[src/rtl/mnacidpro_ctrl_if.sv]
// rtl/mnacidpro_ctrl_if.sv - host command, run configuration and status bundle for the purification sequencer
interface mnacidpro_ctrl_if #(
  parameter int CNT_W  = 12,
  parameter int WASH_W = 3
);
  logic              start;
  logic              abort;
  logic [CNT_W-1:0]  strokes_load;
  logic [CNT_W-1:0]  strokes_mix;
  logic [CNT_W-1:0]  strokes_wash;
  logic [CNT_W-1:0]  strokes_elute;
  logic [WASH_W-1:0] n_wash;
  logic              busy;
  logic              done;
  logic              aborted;
  logic [2:0]        state;

  modport master (
    output start, abort, strokes_load, strokes_mix, strokes_wash, strokes_elute, n_wash,
    input  busy, done, aborted, state
  );

  modport slave (
    input  start, abort, strokes_load, strokes_mix, strokes_wash, strokes_elute, n_wash,
    output busy, done, aborted, state
  );
endinterface

[src/rtl/mnacidpro_ctrl.sv]
// rtl/mnacidpro_ctrl.sv - purification protocol sequencer driving valves and the 3-phase peristaltic pump
module mnacidpro_ctrl #(
  parameter int PUMP_DIV = 1000,
  parameter int CNT_W    = 12,
  parameter int WASH_W   = 3
) (
  input  logic             clk,
  input  logic             rst,
  mnacidpro_ctrl_if.slave  host,
  output logic             lysis_ctl,
  output logic             wash_ctl,
  output logic             elute_ctl,
  output logic             horiz_ctl,
  output logic             dead_end_ctl,
  output logic             loop_exit_ctl,
  output logic             bead_vtl_ctl,
  output logic             bead_trap_ctl,
  output logic             collection_ctl,
  output logic             vertical_ctl,
  output logic             pump1,
  output logic             pump2,
  output logic             pump3
);

  localparam int DIV_W = (PUMP_DIV > 1) ? $clog2(PUMP_DIV) : 1;
  localparam logic [DIV_W-1:0] DIV_LAST = DIV_W'(PUMP_DIV - 1);

  typedef enum logic [2:0] {
    S_IDLE    = 3'd0,
    S_LOAD    = 3'd1,
    S_MIX     = 3'd2,
    S_CAPTURE = 3'd3,
    S_WASH    = 3'd4,
    S_ELUTE   = 3'd5,
    S_DONE    = 3'd6
  } state_t;

  state_t            cur_state;
  state_t            next_state;

  // configuration captured at start
  logic [CNT_W-1:0]  cfg_load;
  logic [CNT_W-1:0]  cfg_mix;
  logic [CNT_W-1:0]  cfg_wash;
  logic [CNT_W-1:0]  cfg_elute;
  logic [WASH_W-1:0] cfg_nwash;

  // live inputs while idle (the start edge must already see them), latched copy afterwards
  logic [CNT_W-1:0]  eff_load;
  logic [CNT_W-1:0]  eff_mix;
  logic [CNT_W-1:0]  eff_wash;
  logic [CNT_W-1:0]  eff_elute;
  logic [WASH_W-1:0] eff_nwash;

  logic [DIV_W-1:0]  div_cnt;
  logic [2:0]        step;
  logic [CNT_W-1:0]  stroke_cnt;
  logic [WASH_W-1:0] pass_cnt;
  logic [WASH_W:0]   pass_done_cnt;

  logic              idle;
  logic              pumping;
  logic              stroke_end;
  logic              phase_last;
  logic              pass_more;
  logic              reload;
  logic              pass_next;
  logic              take_abort;
  logic              aborted_q;

  // First phase at or after s that actually has work; zero-length phases fall through in one edge
  function automatic state_t skip_from(input state_t s,
                                       input logic [CNT_W-1:0] ld, input logic [CNT_W-1:0] mx,
                                       input logic [CNT_W-1:0] ws, input logic [CNT_W-1:0] el,
                                       input logic [WASH_W-1:0] nw);
    state_t r;
    r = s;
    if (r == S_LOAD    && ld == '0)              r = S_MIX;
    if (r == S_MIX     && mx == '0)              r = S_CAPTURE;
    if (r == S_CAPTURE && ld == '0)              r = S_WASH;
    if (r == S_WASH    && (ws == '0 || nw == '0)) r = S_ELUTE;
    if (r == S_ELUTE   && el == '0)              r = S_DONE;
    return r;
  endfunction

  function automatic state_t phase_after(input state_t s);
    case (s)
      S_LOAD:    return S_MIX;
      S_MIX:     return S_CAPTURE;
      S_CAPTURE: return S_WASH;
      S_WASH:    return S_ELUTE;
      default:   return S_DONE;
    endcase
  endfunction

  // Capture reuses the load stroke count (same lysate volume pushed over the beads)
  function automatic logic [CNT_W-1:0] strokes_of(input state_t s,
                                                  input logic [CNT_W-1:0] ld, input logic [CNT_W-1:0] mx,
                                                  input logic [CNT_W-1:0] ws, input logic [CNT_W-1:0] el);
    case (s)
      S_LOAD, S_CAPTURE: return ld;
      S_MIX:             return mx;
      S_WASH:            return ws;
      S_ELUTE:           return el;
      default:           return '0;
    endcase
  endfunction

  assign idle      = (cur_state == S_IDLE);
  assign eff_load  = idle ? host.strokes_load  : cfg_load;
  assign eff_mix   = idle ? host.strokes_mix   : cfg_mix;
  assign eff_wash  = idle ? host.strokes_wash  : cfg_wash;
  assign eff_elute = idle ? host.strokes_elute : cfg_elute;
  assign eff_nwash = idle ? host.n_wash        : cfg_nwash;

  assign pumping       = (cur_state >= S_LOAD) && (cur_state <= S_ELUTE);
  assign stroke_end    = pumping && (div_cnt == DIV_LAST) && (step == 3'd5);
  assign phase_last    = stroke_end && (stroke_cnt <= CNT_W'(1));
  assign pass_done_cnt = {1'b0, pass_cnt} + (WASH_W+1)'(1);
  assign pass_more     = pass_done_cnt < {1'b0, cfg_nwash};

  // Next-state selection: start, phase completion with skip chaining, wash repeats, abort
  always_comb begin
    next_state = cur_state;
    reload     = 1'b0;
    pass_next  = 1'b0;
    take_abort = 1'b0;
    case (cur_state)
      S_IDLE: begin
        if (host.start) begin
          next_state = skip_from(S_LOAD, eff_load, eff_mix, eff_wash, eff_elute, eff_nwash);
          reload     = 1'b1;
        end
      end
      S_LOAD, S_MIX, S_CAPTURE, S_WASH, S_ELUTE: begin
        if (host.abort) begin
          take_abort = 1'b1;
          next_state = S_IDLE;
          reload     = 1'b1;
        end else if (phase_last) begin
          reload = 1'b1;
          if (cur_state == S_WASH && pass_more) begin
            pass_next = 1'b1;
          end else begin
            next_state = skip_from(phase_after(cur_state), eff_load, eff_mix, eff_wash, eff_elute, eff_nwash);
          end
        end
      end
      S_DONE:  next_state = S_IDLE;
      default: begin
        next_state = S_IDLE;
        reload     = 1'b1;
      end
    endcase
  end

  // State register, run configuration latch and the one-cycle abort acknowledge
  always_ff @(posedge clk or posedge rst) begin
    if (rst) begin
      cur_state <= S_IDLE;
      aborted_q <= 1'b0;
      cfg_load  <= '0;
      cfg_mix   <= '0;
      cfg_wash  <= '0;
      cfg_elute <= '0;
      cfg_nwash <= '0;
    end else begin
      cur_state <= next_state;
      aborted_q <= take_abort;
      if (idle && host.start) begin
        cfg_load  <= host.strokes_load;
        cfg_mix   <= host.strokes_mix;
        cfg_wash  <= host.strokes_wash;
        cfg_elute <= host.strokes_elute;
        cfg_nwash <= host.n_wash;
      end
    end
  end

  // Pump step divider, stroke countdown and wash pass counter; all restart on every phase/pass entry
  always_ff @(posedge clk or posedge rst) begin
    if (rst) begin
      div_cnt    <= '0;
      step       <= 3'd0;
      stroke_cnt <= '0;
      pass_cnt   <= '0;
    end else if (reload) begin
      div_cnt    <= '0;
      step       <= 3'd0;
      stroke_cnt <= strokes_of(next_state, eff_load, eff_mix, eff_wash, eff_elute);
      pass_cnt   <= pass_next ? pass_done_cnt[WASH_W-1:0] : '0;
    end else if (pumping) begin
      if (div_cnt == DIV_LAST) begin
        div_cnt <= '0;
        if (step == 3'd5) begin
          step <= 3'd0;
          if (stroke_cnt != '0) stroke_cnt <= stroke_cnt - CNT_W'(1);
        end else begin
          step <= step + 3'd1;
        end
      end else begin
        div_cnt <= div_cnt + DIV_W'(1);
      end
    end
  end

  // Valve and pump decode; 1 = pressurised = closed, so everything defaults shut
  always_comb begin
    lysis_ctl      = 1'b1;
    wash_ctl       = 1'b1;
    elute_ctl      = 1'b1;
    horiz_ctl      = 1'b1;
    dead_end_ctl   = 1'b1;
    loop_exit_ctl  = 1'b1;
    bead_vtl_ctl   = 1'b1;
    bead_trap_ctl  = 1'b1;
    collection_ctl = 1'b1;
    vertical_ctl   = 1'b1;
    {pump1, pump2, pump3} = 3'b111;
    case (cur_state)
      S_LOAD: begin
        lysis_ctl    = 1'b0;
        horiz_ctl    = 1'b0;
        dead_end_ctl = 1'b0;
      end
      S_MIX: begin
        horiz_ctl    = 1'b0;
        vertical_ctl = 1'b0;
      end
      S_CAPTURE: begin
        bead_vtl_ctl  = 1'b0;
        loop_exit_ctl = 1'b0;
      end
      S_WASH: begin
        wash_ctl      = 1'b0;
        bead_vtl_ctl  = 1'b0;
        loop_exit_ctl = 1'b0;
      end
      S_ELUTE: begin
        elute_ctl      = 1'b0;
        bead_trap_ctl  = 1'b0;
        collection_ctl = 1'b0;
      end
      default: ;
    endcase
    if (pumping) begin
      case (step)
        3'd0:    {pump1, pump2, pump3} = 3'b011;
        3'd1:    {pump1, pump2, pump3} = 3'b001;
        3'd2:    {pump1, pump2, pump3} = 3'b101;
        3'd3:    {pump1, pump2, pump3} = 3'b100;
        3'd4:    {pump1, pump2, pump3} = 3'b110;
        3'd5:    {pump1, pump2, pump3} = 3'b010;
        default: {pump1, pump2, pump3} = 3'b111;
      endcase
    end
  end

  assign host.busy    = !idle;
  assign host.done    = (cur_state == S_DONE);
  assign host.aborted = aborted_q;
  assign host.state   = cur_state;

endmodule
[src/flat_wrapper.sv]
// flat-port wrapper written by rule: the top's interface ports become plain ports
module mnacidpro_ctrl_flat 
#(
  parameter int PUMP_DIV = 1000,
  parameter int CNT_W    = 12,
  parameter int WASH_W   = 3
)
  (clk, rst, lysis_ctl, wash_ctl, elute_ctl, horiz_ctl, dead_end_ctl, loop_exit_ctl, bead_vtl_ctl, bead_trap_ctl, collection_ctl, vertical_ctl, pump1, pump2, pump3, host_start, host_abort, host_strokes_load, host_strokes_mix, host_strokes_wash, host_strokes_elute, host_n_wash, host_busy, host_done, host_aborted, host_state);
  mnacidpro_ctrl_if #(.CNT_W(CNT_W), .WASH_W(WASH_W)) host_i ();
  input  logic clk;
  input  logic rst;
  output logic lysis_ctl;
  output logic wash_ctl;
  output logic elute_ctl;
  output logic horiz_ctl;
  output logic dead_end_ctl;
  output logic loop_exit_ctl;
  output logic bead_vtl_ctl;
  output logic bead_trap_ctl;
  output logic collection_ctl;
  output logic vertical_ctl;
  output logic pump1;
  output logic pump2;
  output logic pump3;
  input wire logic [$bits(host_i.start)-1:0] host_start;
  input wire logic [$bits(host_i.abort)-1:0] host_abort;
  input wire logic [$bits(host_i.strokes_load)-1:0] host_strokes_load;
  input wire logic [$bits(host_i.strokes_mix)-1:0] host_strokes_mix;
  input wire logic [$bits(host_i.strokes_wash)-1:0] host_strokes_wash;
  input wire logic [$bits(host_i.strokes_elute)-1:0] host_strokes_elute;
  input wire logic [$bits(host_i.n_wash)-1:0] host_n_wash;
  output wire logic [$bits(host_i.busy)-1:0] host_busy;
  output wire logic [$bits(host_i.done)-1:0] host_done;
  output wire logic [$bits(host_i.aborted)-1:0] host_aborted;
  output wire logic [$bits(host_i.state)-1:0] host_state;
  assign host_i.start = host_start;
  assign host_i.abort = host_abort;
  assign host_i.strokes_load = host_strokes_load;
  assign host_i.strokes_mix = host_strokes_mix;
  assign host_i.strokes_wash = host_strokes_wash;
  assign host_i.strokes_elute = host_strokes_elute;
  assign host_i.n_wash = host_n_wash;
  assign host_busy = host_i.busy;
  assign host_done = host_i.done;
  assign host_aborted = host_i.aborted;
  assign host_state = host_i.state;
  mnacidpro_ctrl #(.PUMP_DIV(PUMP_DIV), .CNT_W(CNT_W), .WASH_W(WASH_W)) u_core (.clk(clk), .rst(rst), .host(host_i), .lysis_ctl(lysis_ctl), .wash_ctl(wash_ctl), .elute_ctl(elute_ctl), .horiz_ctl(horiz_ctl), .dead_end_ctl(dead_end_ctl), .loop_exit_ctl(loop_exit_ctl), .bead_vtl_ctl(bead_vtl_ctl), .bead_trap_ctl(bead_trap_ctl), .collection_ctl(collection_ctl), .vertical_ctl(vertical_ctl), .pump1(pump1), .pump2(pump2), .pump3(pump3));
endmodule
[config.mk]
export PLATFORM = sky130hd
export DESIGN_NAME = mnacidpro_ctrl_flat
export DESIGN_NICKNAME = d
export VERILOG_FILES = /design/src/rtl/mnacidpro_ctrl_if.sv /design/src/rtl/mnacidpro_ctrl.sv /design/src/flat_wrapper.sv
export SDC_FILE = /design/constraint.sdc
export NUM_CORES = 1
export LEC_CHECK = 0
export CORE_MARGIN = 2
export CORE_UTILIZATION = 25
export DETAILED_ROUTE_END_ITERATION = 7
export PLACE_DENSITY_LB_ADDON = 0.1
export SYNTH_ARGS = -nofsm -noshare
export SYNTH_HDL_FRONTEND = slang
export SYNTH_SLANG_ARGS = --single-unit
[constraint.sdc]
create_clock -name clk -period 4.9 [get_ports clk]
set_input_delay 0.98 -clock clk [delete_from_list [all_inputs] [get_ports clk]]
set_output_delay 0.98 -clock clk [all_outputs]
set_load 0.01 [all_outputs]
# Yosys cells after proc, flatten, opt, wreduce, memory -nomap -nowiden
# Cells that the tools add are included.
totals:
  regBits: 83
  inputBits: 55
  out_inout_bits: 19
  elab_cells: 168
op_classes:
  n_addsub: 4
  n_lt_le_gt_ge: 4
  n_eq_ne: 26
  n_mux: 85
  n_reduce_logical: 38
op_table:
  columns: ["operator", "count"]
  rows:
  - ["3-bit 2-to-1 mux", 47]
  - ["12-bit 2-to-1 mux", 9]
  - ["12-bit zero test", 4]
  - ["12-bit case mux with 4 select lines", 1]
  - ["3-bit == test, second input constant", 11]
  - ["3-bit by 2-bit == test with 1-bit output, second input constant", 10]
  - ["10-bit 2-to-1 mux", 3]
  - ["1-bit 2-to-1 mux", 21]
  - ["1-bit logical AND", 15]
  - ["3-bit by 1-bit == test with 1-bit output, second input constant", 4]
  - ["12-bit by 1-bit less-or-equal comparator with 1-bit output, second input constant", 1]
  - ["3-bit case mux with 4 select lines", 1]
  - ["12-bit nonzero test", 1]
  - ["12-bit by 1-bit subtractor with 12-bit output, second input constant", 1]
  - ["10-bit by 1-bit adder with 10-bit output, second input constant", 1]
  - ["10-bit == test, second input constant", 1]
  - ["3-bit zero test", 3]
  - ["3-bit OR reduction", 3]
  - ["2-bit nonzero test", 4]
  - ["3-bit case mux with 2 select lines", 1]
  - ["2-bit OR reduction", 3]
  - ["5-bit OR reduction", 1]
  - ["3-bit by 1-bit adder with 4-bit output, second input constant", 1]
  - ["4-bit by 3-bit less-than comparator with 1-bit output", 1]
  - ["9 further kinds", 9]

# Longest topological paths before layout
logic_depth:
  depth_word: 47
  depth_mapped: 13
  depth_no_buf: 12

# Least setup slack after synthesis
# OpenSTA, ideal clock, no wires.
synth_path:
  kind: "input-to-reg"
  start: "input port host_strokes_load[9]"
  end: "register u_core.stroke_cnt[7]"
  setup_ps: 94
  arrival_ps: 3009
  t_required_ps: 4806
  setup_slack_ps: 1797
  stages: 10
  path_buffers: 2
  path_cell_list: "nor4_1 -> nand4_1 -> a21oi_1 -> o221ai_1 -> and4_1 -> clkbuf_1 -> nor2_1 -> clkbuf_1 -> nor2_1 -> a221oi_2"
synth_between:
  elab_chain_cells: 40
  word_cells_on_any_way: 66
  cone_classes: "eq/ne: 13; mux: 42; reduce/logical: 11"
synth_rtl:
  columns: ["item", "line_no", "text"]
  rows:
  - ["start, declared", "flat_wrapper.sv:27", "input wire logic [$bits(host_i.strokes_load)-1:0] host_strokes_load;"]
  - ["12-bit 2-to-1 mux *", "mnacidpro_ctrl.sv:110", "assign eff_load = idle ? host.strokes_load : cfg_load;"]
  - ["12-bit zero test *", "mnacidpro_ctrl.sv:78, mnacidpro_ctrl.sv:80", null]
  - ["1-bit logical AND", "mnacidpro_ctrl.sv:78", "if (r == S_LOAD && ld == '0) r = S_MIX;"]
  - ["3-bit 2-to-1 mux", "mnacidpro_ctrl.sv:78", null]
  - ["3-bit 2-to-1 mux", "mnacidpro_ctrl.sv:142", "if (cur_state == S_WASH && pass_more) begin"]
  - ["3-bit 2-to-1 mux", "mnacidpro_ctrl.sv:140", "end else if (phase_last) begin"]
  - ["3-bit 2-to-1 mux", "mnacidpro_ctrl.sv:136", "if (host.abort) begin"]
  - ["3-bit 2-to-1 mux", "mnacidpro_ctrl.sv:128", "case (cur_state)"]
  - ["(+24 left out)", null, null]
  - ["3-bit 2-to-1 mux", "mnacidpro_ctrl.sv:142", null]
  - ["3-bit 2-to-1 mux", "mnacidpro_ctrl.sv:140", null]
  - ["3-bit 2-to-1 mux", "mnacidpro_ctrl.sv:136", null]
  - ["3-bit case mux with 2 select lines *", "mnacidpro_ctrl.sv:128", null]
  - ["3-bit by 1-bit == test with 1-bit output or 3-bit by 2-bit == test with 1-bit output (tied branches)", "mnacidpro_ctrl.sv:100", "case (s)"]
  - ["2-bit OR reduction", "mnacidpro_ctrl.sv:100", null]
  - ["12-bit case mux with 4 select lines *", "mnacidpro_ctrl.sv:100", null]
  - ["12-bit 2-to-1 mux *", "mnacidpro_ctrl.sv:187", "end else if (reload) begin"]
  - ["end signal, assigned", "mnacidpro_ctrl.sv:190", "stroke_cnt <= strokes_of(next_state, eff_load, eff_mix, eff_wash, eff_elute);"]
  - ["end signal, assigned", "mnacidpro_ctrl.sv:197", "if (stroke_cnt != '0) stroke_cnt <= stroke_cnt - CNT_W'(1);"]
  - ["end, declared", "mnacidpro_ctrl.sv:57", "logic [CNT_W-1:0] stroke_cnt;"]
# Every way passes the cells marked *; elsewhere a longest branch is shown, timed or not. The select of a mux whose other input is x is not followed.
# A chain may end at the register's enable or synchronous reset.

# Worst setup path in the final report
layout_path:
  start: "input port host_strokes_mix[0]"
  end: "register u_core.stroke_cnt[7]"
layout_between:
  elab_chain_cells: 33
  word_cells_on_any_way: 55
  cone_classes: "eq/ne: 11; mux: 34; reduce/logical: 10"
layout_rtl:
  columns: ["item", "line_no", "text"]
  rows:
  - ["start, declared", "flat_wrapper.sv:28", "input wire logic [$bits(host_i.strokes_mix)-1:0] host_strokes_mix;"]
  - ["12-bit 2-to-1 mux *", "mnacidpro_ctrl.sv:111", "assign eff_mix = idle ? host.strokes_mix : cfg_mix;"]
  - ["12-bit zero test *", "mnacidpro_ctrl.sv:79", "if (r == S_MIX && mx == '0) r = S_CAPTURE;"]
  - ["1-bit logical AND", "mnacidpro_ctrl.sv:79", null]
  - ["3-bit 2-to-1 mux", "mnacidpro_ctrl.sv:79", null]
  - ["3-bit 2-to-1 mux", "mnacidpro_ctrl.sv:142", null]
  - ["3-bit 2-to-1 mux", "mnacidpro_ctrl.sv:140", null]
  - ["3-bit 2-to-1 mux", "mnacidpro_ctrl.sv:136", null]
  - ["3-bit 2-to-1 mux", "mnacidpro_ctrl.sv:128", null]
  - ["(+17 left out)", null, null]
  - ["3-bit 2-to-1 mux", "mnacidpro_ctrl.sv:142", null]
  - ["3-bit 2-to-1 mux", "mnacidpro_ctrl.sv:140", null]
  - ["3-bit 2-to-1 mux", "mnacidpro_ctrl.sv:136", null]
  - ["3-bit case mux with 2 select lines *", "mnacidpro_ctrl.sv:128", null]
  - ["3-bit by 1-bit == test with 1-bit output or 3-bit by 2-bit == test with 1-bit output (tied branches)", "mnacidpro_ctrl.sv:100", null]
  - ["2-bit OR reduction", "mnacidpro_ctrl.sv:100", null]
  - ["12-bit case mux with 4 select lines *", "mnacidpro_ctrl.sv:100", null]
  - ["12-bit 2-to-1 mux *", "mnacidpro_ctrl.sv:187", null]
# Marks and branches as above.

==> run metrics <==
CTS max path bufs=2; DRT Pass-1 Iters=5; dpl cells=967; initial antenna violation count=0; # rows=54; fin. max-slew vios=0; fillers=2325; drt via density=5.25; Placement Cell Area=around 6500 sq um; most crowded layer after global routing=met2; final core utilization=31.5%; FF+latch area=2080 sq um; CP Max Fanout=14; f_max=0.252 GHz; DRT iter0 DRCs=258; CP Capture Type=flop; Pleak=2.71 nW; synthesized instance count=between 600 and 700; Setup TNS=0 ns; Yosys warnings=0; Worst path slowest cell=o41ai_4; Root Buffer=clkbuf_16; CP max stage delay=~0.61 ns; min Tclk post-route=3.97 ns; synthesized area=5510 sq um; Num CTS Buffers=9; TritonCTS Sinks=83; clock latency on the worst-skew pair=between 0.3 and 0.4 ns; die width=152 microns; RSZ-0062 raised after global routing=false; Antenna diodes=0; Power per Cell Area=339 nW/um^2; Worst slew margin=a little over a third; first-pass GRT wire length=30200 microns; Post-synth top cells=nand2_1, dfrtp_1, mux2_2; Fin. Hold Viols=0; met2 usage=26.6%; Worst-Margin Slew=a little under 1 ns; worst IR drop on VDD=0.130 mV; ordered list of cells on the worst path=clkdlybuf4s50_1, nor4_1, nand4_1, a211oi_1, o2bb2ai_1, o41ai_4, or2_1, a21oi_1, a221oi_2; HP Class=flop to flop; post-synth top area cell=dfrtp_1; max-cap violation count=0; final clock skew=0.0149 ns; syn nets=697; EDFF count, synth=0; Yosys cell types=73; Post-CTS Resized=0; WL per Instance=19.5 microns; clock transition at the registers of the reported paths=0.07 ns; layout cell share with drive strength beyond 1=14.5%; core area=21800 sq um; hold-fix buffers at CTS=0; Syn Area/Cell=8.68 sq um; CP Class=input pin to flop; M1 GR Usage=22.9%; crit path DAT=4.23 ns; initial core utilization=25.3%; Post-CTS Setup Inserts=0; top-area cell type share of the netlist area=a little under two fifths; grt ovf=0; routability cong.=0.850; Post-synth ARST share=100%; Startpoint Class=input pin; met3 GRT Util=2.50%; period utilization=between 80% and 90%; Final Setup Violations=0; drt total wl=19200 microns; total number of vias=5165; area of the multi-input gates=3170 sq um; Setup Slack @ Placement=0.458 ns; H-tree Lvls=3; fin nets=760; Post-synth top flop=dfrtp_1; DP HPWL=14600 microns; vias in the first global route=5116; Residual DRC=0; register bit total from synthesis=83; post-synthesis sequential area ratio=approximately 38%; most common cell in the netlist=nand2_1; port buffer count=73; TritonCTS clock tree=yes; Tot GR Track Use=16.6%; die area=23200 sq um; antenna-violating nets left=0; Worst Path Required=5.16 ns; largest net degree at the start of global routing=between 50 and 60; Die Y-Extent=152 microns; Worst Setup Slack, final=0.927 ns; final instance area=6840 sq um; status=completed; final cell count without fillers=around 980; number of I/O pins=74; Layout area overhead=24.2%; ranking of synthesized cells by area=dfrtp_1, mux2_2, nand2_1
flip-flops by register name (all words and copies together) (netlist names):
name / count
u_core.host.state: 3
u_core.cfg_mix: 12
u_core.step: 3
u_core.div_cnt: 10
u_core.host.aborted: 1
u_core.cfg_nwash: 3
u_core.cfg_wash: 12
u_core.cfg_load: 12
u_core.cfg_elute: 12
u_core.pass_cnt: 3
u_core.stroke_cnt: 12
placed cells by master (no fill, tap or decap), types with 8 or more instances in the layout:
cell	count
a211oi_1	14
a21oi_1	28
a31oi_1	10
buf_4	16
clkbuf_16	9
clkdlybuf4s50_1	73
dfrtp_1	83
inv_1	17
mux2_2	45
nand2_1	103
nand3_1	24
nand4_1	22
nor2_1	37
nor3_1	18
nor4_1	24
o21ai_0	43
or3_1	8
metrics by stage:
stage | power (W) | hold slack, ns
final | 0.00232 | 0.520
after global routing | 0.00247 | 0.557
after CTS | 0.00235 | 0.520
after detailed placement | 0.00162 | 0.505
after global placement | 0.00161 | 0.491
after floorplan | 0.00135 | 0.468
layout make-up:
cell class                 instances  area share, %
clock buffer                      10           3.35
clock inverter                     6           1.04
inverter                          20           1.12
multi-input combinational        494           46.3
sequential                        83           30.3
tap                              280           5.12
timing repair buffer              90           12.7
per-layer routing:
layer	routed length (microns)	share of wire, %
met5	0	0
met3	806	4.2
met4	429	2.2
met2	9010	47
met1	8940	47
report_power, final:
part	total (W)	leakage, nW	switching [W]	internal, W
registers	0.000948	1.03	0.000138	0.000810
clock network	0.000721	0.140	0.000321	0.000401
logic	0.000653	1.54	0.000360	0.000294
final timing paths:
| path | cells past startpoint | end | slack (ns) | from |
|---|---|---|---|---|
| min in group asynchronous | 2 | u_core.host.aborted | 1.11 | rst |
| hold / removal | 2 | u_core.div_cnt[1] | 0.52 | u_core.div_cnt[1] |
| setup reg to reg | 9 | u_core.stroke_cnt[7] | 1.07 | u_core.div_cnt[0] |
| setup / recovery | 9 | u_core.stroke_cnt[7] | 0.93 | host_strokes_mix[0] |
| max in group asynchronous | 3 | u_core.cfg_mix[10] | 2.80 | rst |
| hold reg to reg | 2 | u_core.div_cnt[1] | 0.52 | u_core.div_cnt[1] |
worst max-delay path: cells and delay by family:
kind / cells / cell delay [ns]
AND/OR/NAND/NOR: 3 / 1.20
buffers and inverters: 1 / 0.44
AO/OA/AOI/OAI: 5 / 1.58
logic make-up after synthesis:
group,count (synthesis),share of synthesized area (%)
AO/OA/AOI/OAI,154,19.2
multiplexers,47,9.79
AND/OR/NAND/NOR,278,25.5
XOR/XNOR,8,1.27
adder cells (fa/ha/maj),7,1.59
flip-flops,83,37.7
buffers and inverters,58,4.97
No activity file was read; power rests on OpenSTA's default activity.
